[config.mk]
export PLATFORM = sky130hd
export DESIGN_NAME = fft_ctrl
export DESIGN_NICKNAME = d
export VERILOG_FILES = /design/src/rtl/fft_pkg.sv /design/src/rtl/fft_agu.sv /design/src/rtl/fft_ctrl.sv
export SDC_FILE = /design/constraint.sdc
export NUM_CORES = 1
export LEC_CHECK = 0
export CORE_ASPECT_RATIO = 1.4
export CORE_MARGIN = 2
export CORE_UTILIZATION = 59
export CTS_CLUSTER_DIAMETER = 150
export DETAILED_ROUTE_END_ITERATION = 16
export PLACE_DENSITY = 0.95
export REMOVE_ABC_BUFFERS = 1
export SLEW_MARGIN = 15
export SYNTH_ARGS = -nofsm -noshare
export SYNTH_HDL_FRONTEND = slang
export SYNTH_HIERARCHICAL = 1
export SYNTH_SLANG_ARGS = --single-unit
export TNS_END_PERCENT = 1
[constraint.sdc]
create_clock -name clk -period 5.5 [get_ports clk]
set_input_delay 0.55 -clock clk [delete_from_list [all_inputs] [get_ports clk]]
set_output_delay 0.55 -clock clk [all_outputs]
set_load 0.05 [all_outputs]
[src/rtl/fft_pkg.sv]
// Shared definitions for the FFT controller slice.
//   state_t      : controller FSM states
//   DEF_N/LOG2N  : default transform size
//   BANK_A/B     : ping-pong bank encoding (0 = AMEM, 1 = BMEM)
package fft_pkg;

    typedef enum logic [1:0] {
        IDLE  = 2'd0,
        RUN   = 2'd1,
        DRAIN = 2'd2,
        DONE  = 2'd3
    } state_t;

    localparam int DEF_N     = 1024;
    localparam int DEF_LOG2N = 10;

    localparam logic BANK_A = 1'b0;
    localparam logic BANK_B = 1'b1;

endpackage

[src/rtl/fft_agu.sv]
// Radix-2 DIT address generator (purely combinational).
//   s     : stage index, 0..LOG2N-1
//   k     : butterfly index within the stage, 0..N/2-1
//   addr0 : upper butterfly leg address
//   addr1 : lower leg address (addr0 + 2^s)
//   tw    : twiddle ROM address
module fft_agu
    import fft_pkg::*;
#(
    parameter int LOG2N = DEF_LOG2N,
    parameter int S_W   = $clog2(LOG2N)
) (
    input  logic [S_W-1:0]   s,
    input  logic [LOG2N-2:0] k,
    output logic [LOG2N-1:0] addr0,
    output logic [LOG2N-1:0] addr1,
    output logic [LOG2N-2:0] tw
);

    logic [LOG2N-1:0] k_ext;
    logic [LOG2N-1:0] span;
    logic [LOG2N-1:0] pos;
    logic [LOG2N-1:0] grp;

    always_comb begin
        k_ext = {1'b0, k};
        span  = LOG2N'(1) << s;
        pos   = k_ext & (span - LOG2N'(1));
        grp   = k_ext >> s;
        // Group base spaces groups 2*span apart; pos is the offset inside it.
        addr0 = (grp << (s + 1)) | pos;
        // Bit s of addr0 is always clear, so OR equals the addition.
        addr1 = addr0 | span;
        // pos < 2^s, so the shifted value always fits in LOG2N-1 bits.
        tw    = pos[LOG2N-2:0] << (LOG2N - 1 - int'(s));
    end

endmodule

[src/rtl/fft_ctrl.sv]
// FFT stage sequencer: runs all LOG2N radix-2 stages over the AMEM/BMEM
// ping-pong banks, one butterfly per cycle.
//   clk, rst          : clock, synchronous active-high reset
//   start             : run request, ignored while busy
//   addr0/1_rd_MEM    : read addresses shared by both banks
//   addr_CROM         : twiddle ROM address
//   sel_mux           : bank the datapath takes read data from (1 cycle late)
//   en_REG            : 0 = datapath registers load, 1 = hold
//   addr0/1_wr_MEM    : write-back addresses (issue + 2 cycles)
//   we_AMEM, we_BMEM  : bank write enables
//   busy, done        : run in progress / one-cycle completion pulse
//   result_bank       : bank holding the final result
module fft_ctrl
    import fft_pkg::*;
#(
    parameter int N     = DEF_N,
    parameter int LOG2N = DEF_LOG2N
) (
    input  logic             clk,
    input  logic             rst,
    input  logic             start,
    output logic [LOG2N-1:0] addr0_rd_MEM,
    output logic [LOG2N-1:0] addr1_rd_MEM,
    output logic [LOG2N-2:0] addr_CROM,
    output logic             sel_mux,
    output logic             en_REG,
    output logic [LOG2N-1:0] addr0_wr_MEM,
    output logic [LOG2N-1:0] addr1_wr_MEM,
    output logic             we_AMEM,
    output logic             we_BMEM,
    output logic             busy,
    output logic             done,
    output logic             result_bank
);

    localparam int               S_W    = $clog2(LOG2N);
    localparam logic [S_W-1:0]   S_LAST = S_W'(LOG2N - 1);
    localparam logic [LOG2N-2:0] K_LAST = (LOG2N - 1)'(N / 2 - 1);

    state_t           state_reg, state_next;
    logic [S_W-1:0]   s_reg, s_next;
    logic [LOG2N-2:0] k_reg, k_next;
    logic             drain_reg, drain_next;

    // Two-deep pipe: stage 1 aligns with read data, stage 2 with BF output.
    logic             v1_reg, v2_reg;
    logic             bank1_reg, bank2_reg;
    logic [LOG2N-1:0] a0_1_reg, a1_1_reg, a0_2_reg, a1_2_reg;

    logic             issue;
    logic [LOG2N-1:0] agu_a0, agu_a1;
    logic [LOG2N-2:0] agu_tw;

    fft_agu #(
        .LOG2N (LOG2N),
        .S_W   (S_W)
    ) u_agu (
        .s     (s_reg),
        .k     (k_reg),
        .addr0 (agu_a0),
        .addr1 (agu_a1),
        .tw    (agu_tw)
    );

    always_comb begin
        state_next = state_reg;
        s_next     = s_reg;
        k_next     = k_reg;
        drain_next = drain_reg;
        case (state_reg)
            IDLE: begin
                if (start) begin
                    state_next = RUN;
                    s_next     = '0;
                    k_next     = '0;
                end
            end
            RUN: begin
                k_next = k_reg + 1'b1;
                if (k_reg == K_LAST) begin
                    state_next = DRAIN;
                    drain_next = 1'b0;
                    k_next     = '0;
                end
            end
            DRAIN: begin
                drain_next = 1'b1;
                if (drain_reg) begin
                    drain_next = 1'b0;
                    if (s_reg != S_LAST) begin
                        s_next     = s_reg + 1'b1;
                        state_next = RUN;
                    end else begin
                        state_next = DONE;
                    end
                end
            end
            DONE: begin
                state_next = IDLE;
                s_next     = '0;
            end
            default: state_next = IDLE;
        endcase
    end

    always_ff @(posedge clk) begin
        if (rst) begin
            state_reg <= IDLE;
            s_reg     <= '0;
            k_reg     <= '0;
            drain_reg <= 1'b0;
            v1_reg    <= 1'b0;
            v2_reg    <= 1'b0;
            bank1_reg <= BANK_A;
            bank2_reg <= BANK_A;
            a0_1_reg  <= '0;
            a1_1_reg  <= '0;
            a0_2_reg  <= '0;
            a1_2_reg  <= '0;
        end else begin
            state_reg <= state_next;
            s_reg     <= s_next;
            k_reg     <= k_next;
            drain_reg <= drain_next;
            v1_reg    <= issue;
            v2_reg    <= v1_reg;
            // Even stages read AMEM, odd stages read BMEM.
            bank1_reg <= issue ? s_reg[0] : BANK_A;
            bank2_reg <= bank1_reg;
            a0_1_reg  <= addr0_rd_MEM;
            a1_1_reg  <= addr1_rd_MEM;
            a0_2_reg  <= a0_1_reg;
            a1_2_reg  <= a1_1_reg;
        end
    end

    assign issue        = (state_reg == RUN);
    assign addr0_rd_MEM = issue ? agu_a0 : '0;
    assign addr1_rd_MEM = issue ? agu_a1 : '0;
    assign addr_CROM    = issue ? agu_tw : '0;

    assign sel_mux      = bank1_reg;
    assign en_REG       = ~v1_reg;

    // Results go to the bank opposite to the one that was read.
    assign addr0_wr_MEM = a0_2_reg;
    assign addr1_wr_MEM = a1_2_reg;
    assign we_AMEM      = v2_reg & (bank2_reg == BANK_B);
    assign we_BMEM      = v2_reg & (bank2_reg == BANK_A);

    assign busy         = (state_reg != IDLE);
    assign done         = (state_reg == DONE);
    assign result_bank  = ((LOG2N % 2) == 1);

endmodule

After elaboration in Yosys (flattened, before gate mapping)
Cells that the tools add are included.
{"block": "classes", "addsub": 5, "eq_ne": 9, "shift": 4, "mux": 18, "bitwise_logic": 8, "reduce_logical": 10}
{"cell": "<< shifter 10 x 32 -> 10 bit", "n": 1}
{"cell": "<< shifter 9 x 32 -> 9 bit", "n": 1}
{"cell": "2-to-1 mux 9 bit", "n": 3}
{"cell": "2-to-1 mux 10 bit", "n": 2}
{"cell": "bitwise OR 10 bit", "n": 2}
{"cell": "one-hot mux 9 bit (2 select lines)", "n": 1}
{"cell": "2-to-1 mux 4 bit", "n": 3}
{"cell": "one-hot mux 4 bit (3 select lines)", "n": 1}
{"cell": "bitwise AND 9 x 10 -> 10 bit", "n": 1}
{"cell": "<< shifter 1 x 4 -> 10 bit, first input constant", "n": 1}
{"cell": "right shift 9 x 4 -> 10 bit", "n": 1}
{"cell": "subtractor 10 x 1 -> 10 bit, second input constant", "n": 1}
{"cell": "adder 9 x 1 -> 9 bit, second input constant", "n": 1}
{"cell": "equality test 9 bit, second input constant", "n": 1}
{"cell": "2-to-1 mux 2 bit", "n": 4}
{"cell": "one-hot mux 2 bit (4 select lines)", "n": 1}
{"cell": "inequality test 2 bit, second input constant", "n": 3}
{"cell": "nonzero test 2 bit", "n": 3}
{"cell": "adder 4 x 1 -> 5 bit, second input constant", "n": 1}
{"cell": "subtractor 4 x 4 -> 5 bit, first input constant", "n": 1}
{"cell": "adder 4 x 1 -> 4 bit, second input constant", "n": 1}
{"cell": "equality test 2 bit, second input constant", "n": 2}
{"cell": "inequality test 4 bit, second input constant", "n": 1}
{"cell": "AND reduction 2 bit", "n": 2}
{"cell": "other kinds (11)", "n": 15}
{"block": "totals", "ff_bits": 60, "in_bits": 3, "out_inout_bits": 56, "elab_cells": 66}

Depth between registers and ports, before layout
Gate-level depths: netlist of the first run.
{"block": "depth", "depth_word": 6, "mapped_depth": 14, "mapped_depth_nobuf": 11}

By module
The synthesis of the first run kept the hierarchy.
{"module": "fft_ctrl", "instances": 1, "cells_per_inst": 234, "area_each_um2": 2314.7}
{"module": "fft_agu", "instances": 1, "cells_per_inst": 266, "area_each_um2": 1821.7}

Worst setup path after synthesis of the first run
Ideal clock, no wire load.
{"block": "synth_timing", "path_type": "reg-to-output", "start": "register s_reg[0]", "end": "output addr_CROM[4]", "arrival_time_ns": 2.893, "required_time_ns": 4.950, "setup_slack_ns": 2.057, "path_stages_with_launch": 14, "path_buffers": 3, "path_cell_list": "dfxtp_1 > buf_6 > inv_1 > buf_2 > ha_1 > buf_6 > nand2_1 > ha_1 > nand2b_1 > o31a_1 > a32o_1 > mux2_2 > nor2_2 > and2_1"}
{"block": "synth_via", "elab_chain_cells": 5}
{"item": "start, declared", "line_no": "fft_ctrl.sv:41", "text": "logic [S_W-1:0] s_reg, s_next;"}
{"item": "start signal, assigned", "line_no": "fft_ctrl.sv:122", "text": "s_reg <= s_next;"}
{"item": "<< shifter 1 x 4 -> 10 bit", "line_no": "fft_agu.sv:27", "text": "span = LOG2N'(1) << s;"}
{"item": "subtractor 10 x 1 -> 10 bit", "line_no": "fft_agu.sv:28", "text": "pos = k_ext & (span - LOG2N'(1));"}
{"item": "bitwise AND 9 x 10 -> 10 bit", "line_no": "fft_agu.sv:28"}
{"item": "<< shifter 9 x 32 -> 9 bit (*)", "line_no": "fft_agu.sv:35", "text": "tw = pos[LOG2N-2:0] << (LOG2N - 1 - int'(s));"}
{"item": "net agu_tw[4]", "line_no": "fft_ctrl.sv:52", "text": "logic [LOG2N-2:0] agu_tw;"}
{"item": "2-to-1 mux 9 bit (*)", "line_no": "fft_ctrl.sv:140", "text": "assign addr_CROM = issue ? agu_tw : '0;"}
{"item": "end, declared", "line_no": "fft_ctrl.sv:24", "text": "output logic [LOG2N-2:0] addr_CROM,"}
The timed path passes the listed nets; every way through them passes the cells marked *.

Final worst setup path of the first run
{"block": "layout_timing", "start": "register s_reg[1]", "end": "output addr_CROM[4]"}
Same word-level chain as after synthesis.

==> results of run 1 <==
per-stage QoR:
stage | hold WS, ns | worst slack [ns] | utilization, % | cell area (sq um) | total power, mW
2_1_floorplan | 0.414 | 1.49 | - | 3920 | 0.757
3_3_place_gp | 0.415 | 1.40 | 67.5 | 4650 | 0.852
3_5_place_dp | 0.428 | 1.34 | 67.5 | 4650 | 0.871
4_1_cts | 0.443 | 0.951 | 70.8 | 4880 | 1.32
5_1_grt | 0.454 | 0.684 | 70.9 | 4880 | 1.38
6_report | 0.439 | 0.921 | 70.9 | 4880 | 1.32
cells by family (layout without fill, tap and decap cells):
| group | Yosys count | count (layout) | synth area share, % |
|---|---|---|---|
| and+or+nand+nor | 232 | 232 | 32.3 |
| AOI/OAI and AO/OA | 113 | 113 | 20.5 |
| xor gates and xnor gates | 5 | 5 | 1.06 |
| buffers and inverters | 54 | 98 | 7.05 |
| adders and majority gates | 18 | 18 | 5.44 |
| muxes | 17 | 17 | 4.45 |
| DFF | 60 | 60 | 29.0 |
| other | 1 | 1 | 0.0907 |
critical path: cells and delay by family, from the launching register on:
kind                       cells  cell delay, ns
AOI/OAI and AO/OA              1            0.30
xor gates and xnor gates       1            0.17
adders and majority gates      2            0.61
buffers and inverters          3            1.05
DFF                            1            0.79
muxes                          1            0.27
and+or+nand+nor                4            0.49
power breakdown:
group	switching, mW	internal (mW)	total, mW
combinational	0.259	0.128	0.388
clock	0.174	0.269	0.443
sequential	0.0275	0.458	0.485
total	0.461	0.855	1.32
synth_stat cells, types with 4 or more instances:
master / count
sky130_fd_sc_hd__clkbuf_1: 14
sky130_fd_sc_hd__xor2_1: 4
sky130_fd_sc_hd__inv_1: 16
sky130_fd_sc_hd__a31oi_1: 6
sky130_fd_sc_hd__and2_1: 54
sky130_fd_sc_hd__nand2_1: 35
sky130_fd_sc_hd__o211ai_1: 5
sky130_fd_sc_hd__nor2_1: 29
sky130_fd_sc_hd__nor3_1: 8
sky130_fd_sc_hd__or4_1: 4
sky130_fd_sc_hd__buf_2: 8
sky130_fd_sc_hd__o21ai_1: 11
sky130_fd_sc_hd__ha_1: 18
sky130_fd_sc_hd__o31ai_1: 4
sky130_fd_sc_hd__o21ai_0: 12
sky130_fd_sc_hd__dfxtp_1: 60
sky130_fd_sc_hd__o22ai_1: 7
sky130_fd_sc_hd__nand3_1: 21
sky130_fd_sc_hd__buf_6: 8
sky130_fd_sc_hd__buf_4: 4
sky130_fd_sc_hd__nand4_1: 6
sky130_fd_sc_hd__nand2b_1: 13
sky130_fd_sc_hd__mux2i_1: 15
sky130_fd_sc_hd__a21oi_1: 20
sky130_fd_sc_hd__nor2b_1: 29
sky130_fd_sc_hd__a22oi_1: 4
routing by layer:
metal | GRT usage (%) | wire, um | vias to the layer above
met1 | 35.5 | 4350 | 1844
met4 | 18.4 | 611 | 0
met2 | 52.5 | 5640 | 204
met3 | 4.59 | 673 | 56
met5 | 0 | 0 | -
li1 | - | - | 1845
area by class of cell:
cell class / count / area share (%)
sequential: 60 / 24.6
inverter: 19 / 1.51
multi-input combinational: 386 / 54.3
timing repair buffer: 63 / 12.6
clock buffer: 11 / 2.89
tap: 95 / 2.43
clock inverter: 5 / 1.72
layout by cell type (no fill, tap or decap), types with 13 or more instances in the layout:
cell	count
sky130_fd_sc_hd__nand2b_1	13
sky130_fd_sc_hd__dfxtp_1	60
sky130_fd_sc_hd__nor2_1	29
sky130_fd_sc_hd__clkdlybuf4s50_1	57
sky130_fd_sc_hd__a21oi_1	20
sky130_fd_sc_hd__nand3_1	21
sky130_fd_sc_hd__and2_1	54
sky130_fd_sc_hd__mux2i_1	14
sky130_fd_sc_hd__inv_1	16
sky130_fd_sc_hd__nor2b_1	28
sky130_fd_sc_hd__ha_1	18
sky130_fd_sc_hd__nand2_1	35
worst max path at each step:
stage	slack [ns]	endpoint	cells past startpoint	startpoint
finish	0.92	addr_CROM[4]	12	s_reg[1]
global route	0.68	addr_CROM[7]	12	s_reg[1]
CTS	0.95	addr_CROM[4]	12	s_reg[1]
detailed placement	1.34	addr_CROM[4]	11	s_reg[1]
global placement	1.40	addr_CROM[4]	11	s_reg[1]
floorplan	1.49	addr_CROM[4]	10	s_reg[0]
==> metrics.txt, run 1 <==
type of element capturing the critical path output port; antenna diode count 0; detailed-route wire length 11,300 um; number of max-capacitance violations reported 0; startpoint of the worst-slack reg-to-reg timing path s_reg[1]; largest net degree at the start of global routing 39; largest area contributor in the synthesized netlist sky130_fd_sc_hd__dfxtp_1; portion of the clock cycle consumed by the worst path in the final layout 83.3%; Hold Crit Endpoint v2_reg; critical path's largest stage delay 0.80 ns; Critical Path Fanout Max 14; number of distinct library cell variants in the gate-level netlist after synthesis 86; H-tree levels 3; required time at the endpoint of the critical path 4.95 ns; Placement Rows 36; Synth warnings 6; width of the chip 74.8 um; TritonCTS buffer count 9; via count 3,949; Rel. slew slack 33.5%; critical hold path startpoint v1_reg; unrepaired setup endpoints after global routing false; Slew @ Worst Pin approximately 1 ns; cells on worst reg2reg path 6; count of nets after finishing 560; per-cell routed wire length 17.6 um; max-slew violation total from the final report 0; number of top-level pins 59; setup clock skew after layout 0.00845 ns; most used flip-flop cell after synthesis sky130_fd_sc_hd__dfxtp_1; layout cells sized above 1 10.3%; peak supply drop 0.000223 V; instance count along the most critical hold path 2; final setup TNS 0 ns; startpoint types flip-flop; clock slew seen by the registers of the worst setup and hold paths about 0.07 ns; Clock Sinks 60; antenna violations before repair 0; fillers between 500 and 600; number of DRC violations after detailed routing 0; setup slack of the most critical reg-to-reg path 2.65 ns; Syn Inst Count 500; Setup violations, final 0; overall die area slightly below 8000 sq um; portion of the post-synthesis area used by sequential elements between 20% and 30%; worst path cell trace inv_4 > ha_1 > nand2_1 > ha_1 > inv_1 > xnor2_1 > nand4_1 > a32o_1 > mux2_2 > nor2_2 > and2_1 > clkdlybuf4s50_1; multi-input combinational cell area between 2000 and 3000 sq um; Die H 103 um; Post-synth EDFFs 0; highest attainable clock frequency about 0.22 GHz; clock tree from TritonCTS yes; Seq cells post-synth 60; mapped cell area 4140 sq um; largest cells by area after synthesis sky130_fd_sc_hd__dfxtp_1 29%, sky130_fd_sc_hd__and2_1 8.2%, sky130_fd_sc_hd__ha_1 5.4%; count of instances resized after the clock tree is built 0; CTS hold repair buffers 0; setup bufs post-CTS 0; DRT antenna net count 0; cell with the most instances on the worst path sky130_fd_sc_hd__ha_1; total instance count after detailed placement 623; hold crit path type reg -> reg; result of the run finished clean; r2r endpoint a1_1_reg[5]; effective utilization at floorplan about three fifths; fraction of synthesized cell area taken by the top area cell type 29.0%; DR iter-0 viols 294; total count of hold-check failures in the final report 0; first drt pass iteration count 6; post-detail-place hpwl 8300 um; clock root buffer master sky130_fd_sc_hd__clkbuf_8; Layout Area Growth over Synthesis 18.1%; deepest clock path buffer count 2; global placement routability congestion 1.04; average via count per standard cell between 6 and 7; first-pass GRT wire length 18,200 um; arrival time worst endpoint between 4 and 5 ns; number of standard cells in the layout, taps in and fillers out 639; footprint of the flip-flops and latches 1200 sq um; core area 6890 sq um; power density over the cells 269 nW/um^2; Worst-Skew Late Latency 0.34 ns; path type of the worst setup path reg -> out; number of global-route vias before repair 3,739; grt total ovfl 0; cell with the biggest individual delay on the critical path sky130_fd_sc_hd__clkdlybuf4s50_1; input/output buffers 57; Static Leakage approximately 1.9 nW; FFs w/ async S/R, synth 0%; total routing resource utilization after global routing 30.7%; Syn Area/Cell approximately 8.3 sq um; final critical delay including setup and external delays 4.58 ns
Note: power is estimated with default switching activity, not from simulation.
==> inputs of run 2 (changes only) <==
--- a/config.mk
+++ b/config.mk
@@ -7,10 +7,10 @@
 export LEC_CHECK = 0
 export CORE_ASPECT_RATIO = 1.4
 export CORE_MARGIN = 2
-export CORE_UTILIZATION = 59
+export CORE_UTILIZATION = 55
 export CTS_CLUSTER_DIAMETER = 150
 export DETAILED_ROUTE_END_ITERATION = 16
-export PLACE_DENSITY = 0.95
+export PLACE_DENSITY = 0.9
 export REMOVE_ABC_BUFFERS = 1
 export SLEW_MARGIN = 15
 export SYNTH_ARGS = -nofsm -noshare
==> constraint.sdc (replaced) <==
create_clock -name clk -period 4.25 [get_ports clk]
set_input_delay 0.425 -clock clk [delete_from_list [all_inputs] [get_ports clk]]
set_output_delay 0.425 -clock clk [all_outputs]
set_load 0.05 [all_outputs]
==> metrics.txt, run 2 (synthesized netlist as in run 1, its figures left out) <==
CTS hold repair buffers 0; final critical delay including setup and external delays 3.91 ns; total count of hold-check failures in the final report 0; Die H 107 um; grt total ovfl 0; type of element capturing the critical path output port; Slew @ Worst Pin 1.05 ns; first-pass GRT wire length 17,800 um; Critical Path Fanout Max 14; core area 7310 sq um; post-detail-place hpwl 7940 um; startpoint types flip-flop; portion of the clock cycle consumed by the worst path in the final layout 92.1%; count of nets after finishing 563; global placement routability congestion 1.03; first drt pass iteration count 7; Worst-Skew Late Latency 0.35 ns; Static Leakage 1.94 nW; via count 3,844; number of global-route vias before repair 3,650; highest attainable clock frequency 0.255 GHz; H-tree levels 3; input/output buffers 57; peak supply drop 0.000269 V; count of instances resized after the clock tree is built 0; DR iter-0 viols 334; number of DRC violations after detailed routing 0; Layout Area Growth over Synthesis 20.5%; setup clock skew after layout about 0.011 ns; deepest clock path buffer count 2; effective utilization at floorplan between 50% and 60%; leading cell types in the layout, fill and taps excluded 60 x sky130_fd_sc_hd__dfxtp_1, 54 x sky130_fd_sc_hd__and2_1, 41 x sky130_fd_sc_hd__clkdlybuf4s50_1; total routing resource utilization after global routing 26.8%; final standard cell area without fillers 4990 sq um; per-cell routed wire length 16.7 um; number of top-level pins ~60; layout cells sized above 1 a little over an eighth; largest net degree at the start of global routing 36; most common cell after layout, fill and taps aside sky130_fd_sc_hd__dfxtp_1; Rel. slew slack 29.5%; final setup TNS 0 ns; average via count per standard cell around 6; setup bufs post-CTS 0; Placement Rows 37; detailed-route wire length roughly 11,000 um; hold crit path type reg -> reg; required time at the endpoint of the critical path 3.83 ns; arrival time worst endpoint 3.49 ns; path type of the worst setup path reg -> out; clock tree from TritonCTS yes; overall die area between 8000 and 9000 sq um; hold_ws 0.439 ns; TritonCTS buffer count 9; max-slew violation total from the final report 0; number of max-capacitance violations reported 0; result of the run finished clean; setup slack of the most critical reg-to-reg path roughly 1.5 ns; antenna violations before repair 0; post-placement cell area 4790 sq um; DRT antenna net count 0; fin worst setup slack approximately 0.34 ns; worst setup slack before clock tree synthesis 0.656 ns; Setup violations, final 0; clock root buffer master sky130_fd_sc_hd__clkbuf_8; unrepaired setup endpoints after global routing false; power density over the cells 325 nW/um^2; antenna diode count 0; clock slew seen by the registers of the worst setup and hold paths about 0.070 ns; width of the chip ~77 um; Clock Sinks 60
-- run 2: changes by cell type in the layout (fill, tap and decap cells not counted), sizes merged --
| cell | before | now |
|---|---|---|
| bufinv | 2 | 1 |
| clkinv | 0 | 2 |
| buf | 6 | 25 |
| clkbuf | 11 | 10 |
| clkdlybuf4s50 | 57 | 41 |
-- run 2: layer usage --
metal,GRT usage (%),part of all wire [%],vias up
met5,0,0,-
met4,15.2,3.9,0
met1,31.1,40,1782
met3,3.45,5.4,36
met2,47.2,51,171
li1,-,-,1855
-- run 2: power breakdown --
| part | internal [mW] | total, mW | switching (mW) |
|---|---|---|---|
| sequential | 0.592 | 0.625 | 0.0328 |
| combinational | 0.164 | 0.496 | 0.331 |
| clock | 0.270 | 0.500 | 0.230 |
| total | 1.03 | 1.62 | 0.594 |
-- run 2: through the flow --
step	instances	power, mW	util, %
after floorplan	465	0.980	-
after global placement	628	1.10	65.5
after detailed placement	628	1.12	65.5
after CTS	644	1.62	68.1
after global routing	644	1.70	68.2
final	644	1.62	68.2
-- run 2: area by class of cell --
class | count | area (sq um)
timing repair buffer | 66 | 748
sequential | 60 | 1200
multi-input combinational | 386 | 2650
fill | 608 | 2330
inverter | 19 | 73.8
tap | 97 | 121
clock inverter | 6 | 63.8
clock buffer | 10 | 128
-- run 2: path summary, 6_finish.rpt --
check | depth (start not counted) | from | endpoint
worst max-delay path | 9 | s_reg[0] | addr1_rd_MEM[4]
worst min-delay path | 1 | a1_1_reg[9] | addr1_wr_MEM[9]
worst max register to register | 10 | s_reg[0] | a0_1_reg[6]
worst min register to register | 1 | a1_1_reg[9] | addr1_wr_MEM[9]
-- run 2: critical path, cell delays in order (launching register included) --
cell	delay, ns
sky130_fd_sc_hd__dfxtp_1	0.58
sky130_fd_sc_hd__inv_1	0.31
sky130_fd_sc_hd__ha_2	0.46
sky130_fd_sc_hd__nor2_1	0.26
sky130_fd_sc_hd__nand2_1	0.08
sky130_fd_sc_hd__o21ai_0	0.21
sky130_fd_sc_hd__a21o_1	0.17
sky130_fd_sc_hd__a21o_1	0.11
sky130_fd_sc_hd__and2_1	0.12
sky130_fd_sc_hd__clkdlybuf4s50_1	0.81
==> inputs of run 3 (changes only) <==
--- a/config.mk
+++ b/config.mk
@@ -10,6 +10,7 @@
 export CORE_UTILIZATION = 55
 export CTS_CLUSTER_DIAMETER = 150
 export DETAILED_ROUTE_END_ITERATION = 16
+export GPL_ROUTABILITY_DRIVEN = 0
 export PLACE_DENSITY = 0.9
 export REMOVE_ABC_BUFFERS = 1
 export SLEW_MARGIN = 15
==> metrics.txt, run 3 (synthesized netlist as in run 1, its figures left out) <==
Static Leakage 1.99 nW; average via count per standard cell 6.11; arrival time worst endpoint 3.41 ns; Worst-Skew Late Latency about 0.34 ns; worst setup slack before clock tree synthesis 0.834 ns; Placement Rows 37; total routing resource utilization after global routing 27.2%; number of global-route vias before repair 3,796; startpoint types flip-flop; type of element capturing the critical path output port; unrepaired setup endpoints after global routing false; Clock Sinks 60; Die H 107 um; Setup violations, final 0; Critical Path Fanout Max 12; path type of the worst setup path reg -> out; hold crit path type reg -> reg; fillers between 500 and 600; footprint of the flip-flops and latches 1200 sq um; Slew @ Worst Pin 0.981 ns; clock slew seen by the registers of the worst setup and hold paths 0.06 ns; largest net degree at the start of global routing 36; cell with the biggest individual delay on the critical path sky130_fd_sc_hd__clkdlybuf4s50_1; highest attainable clock frequency 0.261 GHz; required time at the endpoint of the critical path 3.83 ns; number of top-level pins 59; per-cell routed wire length 17.0 um; first drt pass iteration count 8; multi-input combinational cell area 2650 sq um; via count 3,947; final setup TNS 0 ns; portion of the clock cycle consumed by the worst path in the final layout 90.2%; antenna violations before repair 0; width of the chip 77.3 um; critical path's largest stage delay 0.80 ns; DRT antenna net count 0; layout cells sized above 1 14.0%; count of instances resized after the clock tree is built 0; CTS hold repair buffers 0; Layout Area Growth over Synthesis 22.5%; sum of buffers and inverters on the critical path 3; count of nets after finishing 565; leading cell types in the layout, fill and taps excluded 60 x sky130_fd_sc_hd__dfxtp_1, 54 x sky130_fd_sc_hd__and2_1, 41 x sky130_fd_sc_hd__clkdlybuf4s50_1; most common cell after layout, fill and taps aside sky130_fd_sc_hd__dfxtp_1; result of the run finished clean; deepest clock path buffer count 2; max-slew violation total from the final report 0; total count of hold-check failures in the final report 0; setup bufs post-CTS 0; overall die area 8240 sq um; core area 7310 sq um; final critical delay including setup and external delays 3.84 ns; input/output buffers 57; peak supply drop 0.000218 V; Rel. slew slack 34.6%; largest delay contributor family on the critical path buffers and inverters; TritonCTS buffer count 9; setup clock skew after layout 0.00698 ns; antenna diode count 0; number of DRC violations after detailed routing 0; fin worst setup slack 0.415 ns; detailed-route wire length 11,000 um; worst path cell trace inv_1 > ha_1 > nand2_1 > ha_1 > inv_1 > and2_1 > o21ai_1 > nand2_1 > and2_1 > clkdlybuf4s50_1; number of max-capacitance violations reported 0; effective utilization at floorplan a little under three fifths; power density over the cells 349 nW/um^2; grt total ovfl 0; post-detail-place hpwl approximately 7800 um; DR iter-0 viols roughly 260; first-pass GRT wire length 18,200 um; H-tree levels 3; clock root buffer master sky130_fd_sc_hd__clkbuf_8; clock tree from TritonCTS yes
==> run 3: path summary, 6_finish.rpt <==
| kind | from | endpoint | slack (ns) | depth (start not counted) |
|---|---|---|---|---|
| hold / removal | v1_reg | v2_reg | 0.45 | 2 |
| hold reg to reg | v1_reg | v2_reg | 0.45 | 2 |
| setup / recovery | s_reg[0] | addr0_rd_MEM[2] | 0.41 | 10 |
| setup reg to reg | s_reg[0] | a1_1_reg[6] | 1.53 | 10 |
==> run 3: per-layer routing <==
layer  up-vias  wire (um)  global-route usage (%)
met4         0        405                    15.4
met1      1844       4270                    30.3
met5         -          0                       0
li1       1855          -                       -
met2       210       5640                    48.3
met3        38        688                    4.63
==> run 3: per-stage QoR <==
step           hold WS, ns  instances  instance area [sq um]  total power, mW  utilization [%]
3_5_place_dp         0.423        630                   4800             1.13             65.7
6_report             0.446        646                   5070             1.77             69.3
3_3_place_gp         0.416        630                   4800             1.11             65.7
4_1_cts              0.450        646                   5060             1.78             69.2
2_1_floorplan        0.414        465                   3920            0.980                -
5_1_grt              0.460        646                   5070             1.85             69.3
==> run 3: final cells by class <==
| class | instances | share of cell area [%] |
|---|---|---|
| multi-input cells | 386 | 52.3 |
| flip-flops and latches | 60 | 23.7 |
| repair buffers | 68 | 15.1 |
| clock buffers | 11 | 2.99 |
| well taps | 97 | 2.40 |
| clock inverters | 5 | 2.12 |
| inverters | 19 | 1.46 |
==> run 3: report_power, final <==
| group | internal [mW] | leakage (nW) | switching, mW |
|---|---|---|---|
| clock network | 0.423 | 0.130 | 0.221 |
| logic | 0.168 | 1.38 | 0.329 |
| registers | 0.592 | 0.484 | 0.0362 |
==> run 3: tightest hold or removal path, stage by stage (launching register included) <==
cell and delay (ns):
sky130_fd_sc_hd__dfxtp_1 0.30, sky130_fd_sc_hd__inv_1 0.06, sky130_fd_sc_hd__nor2_1 0.04
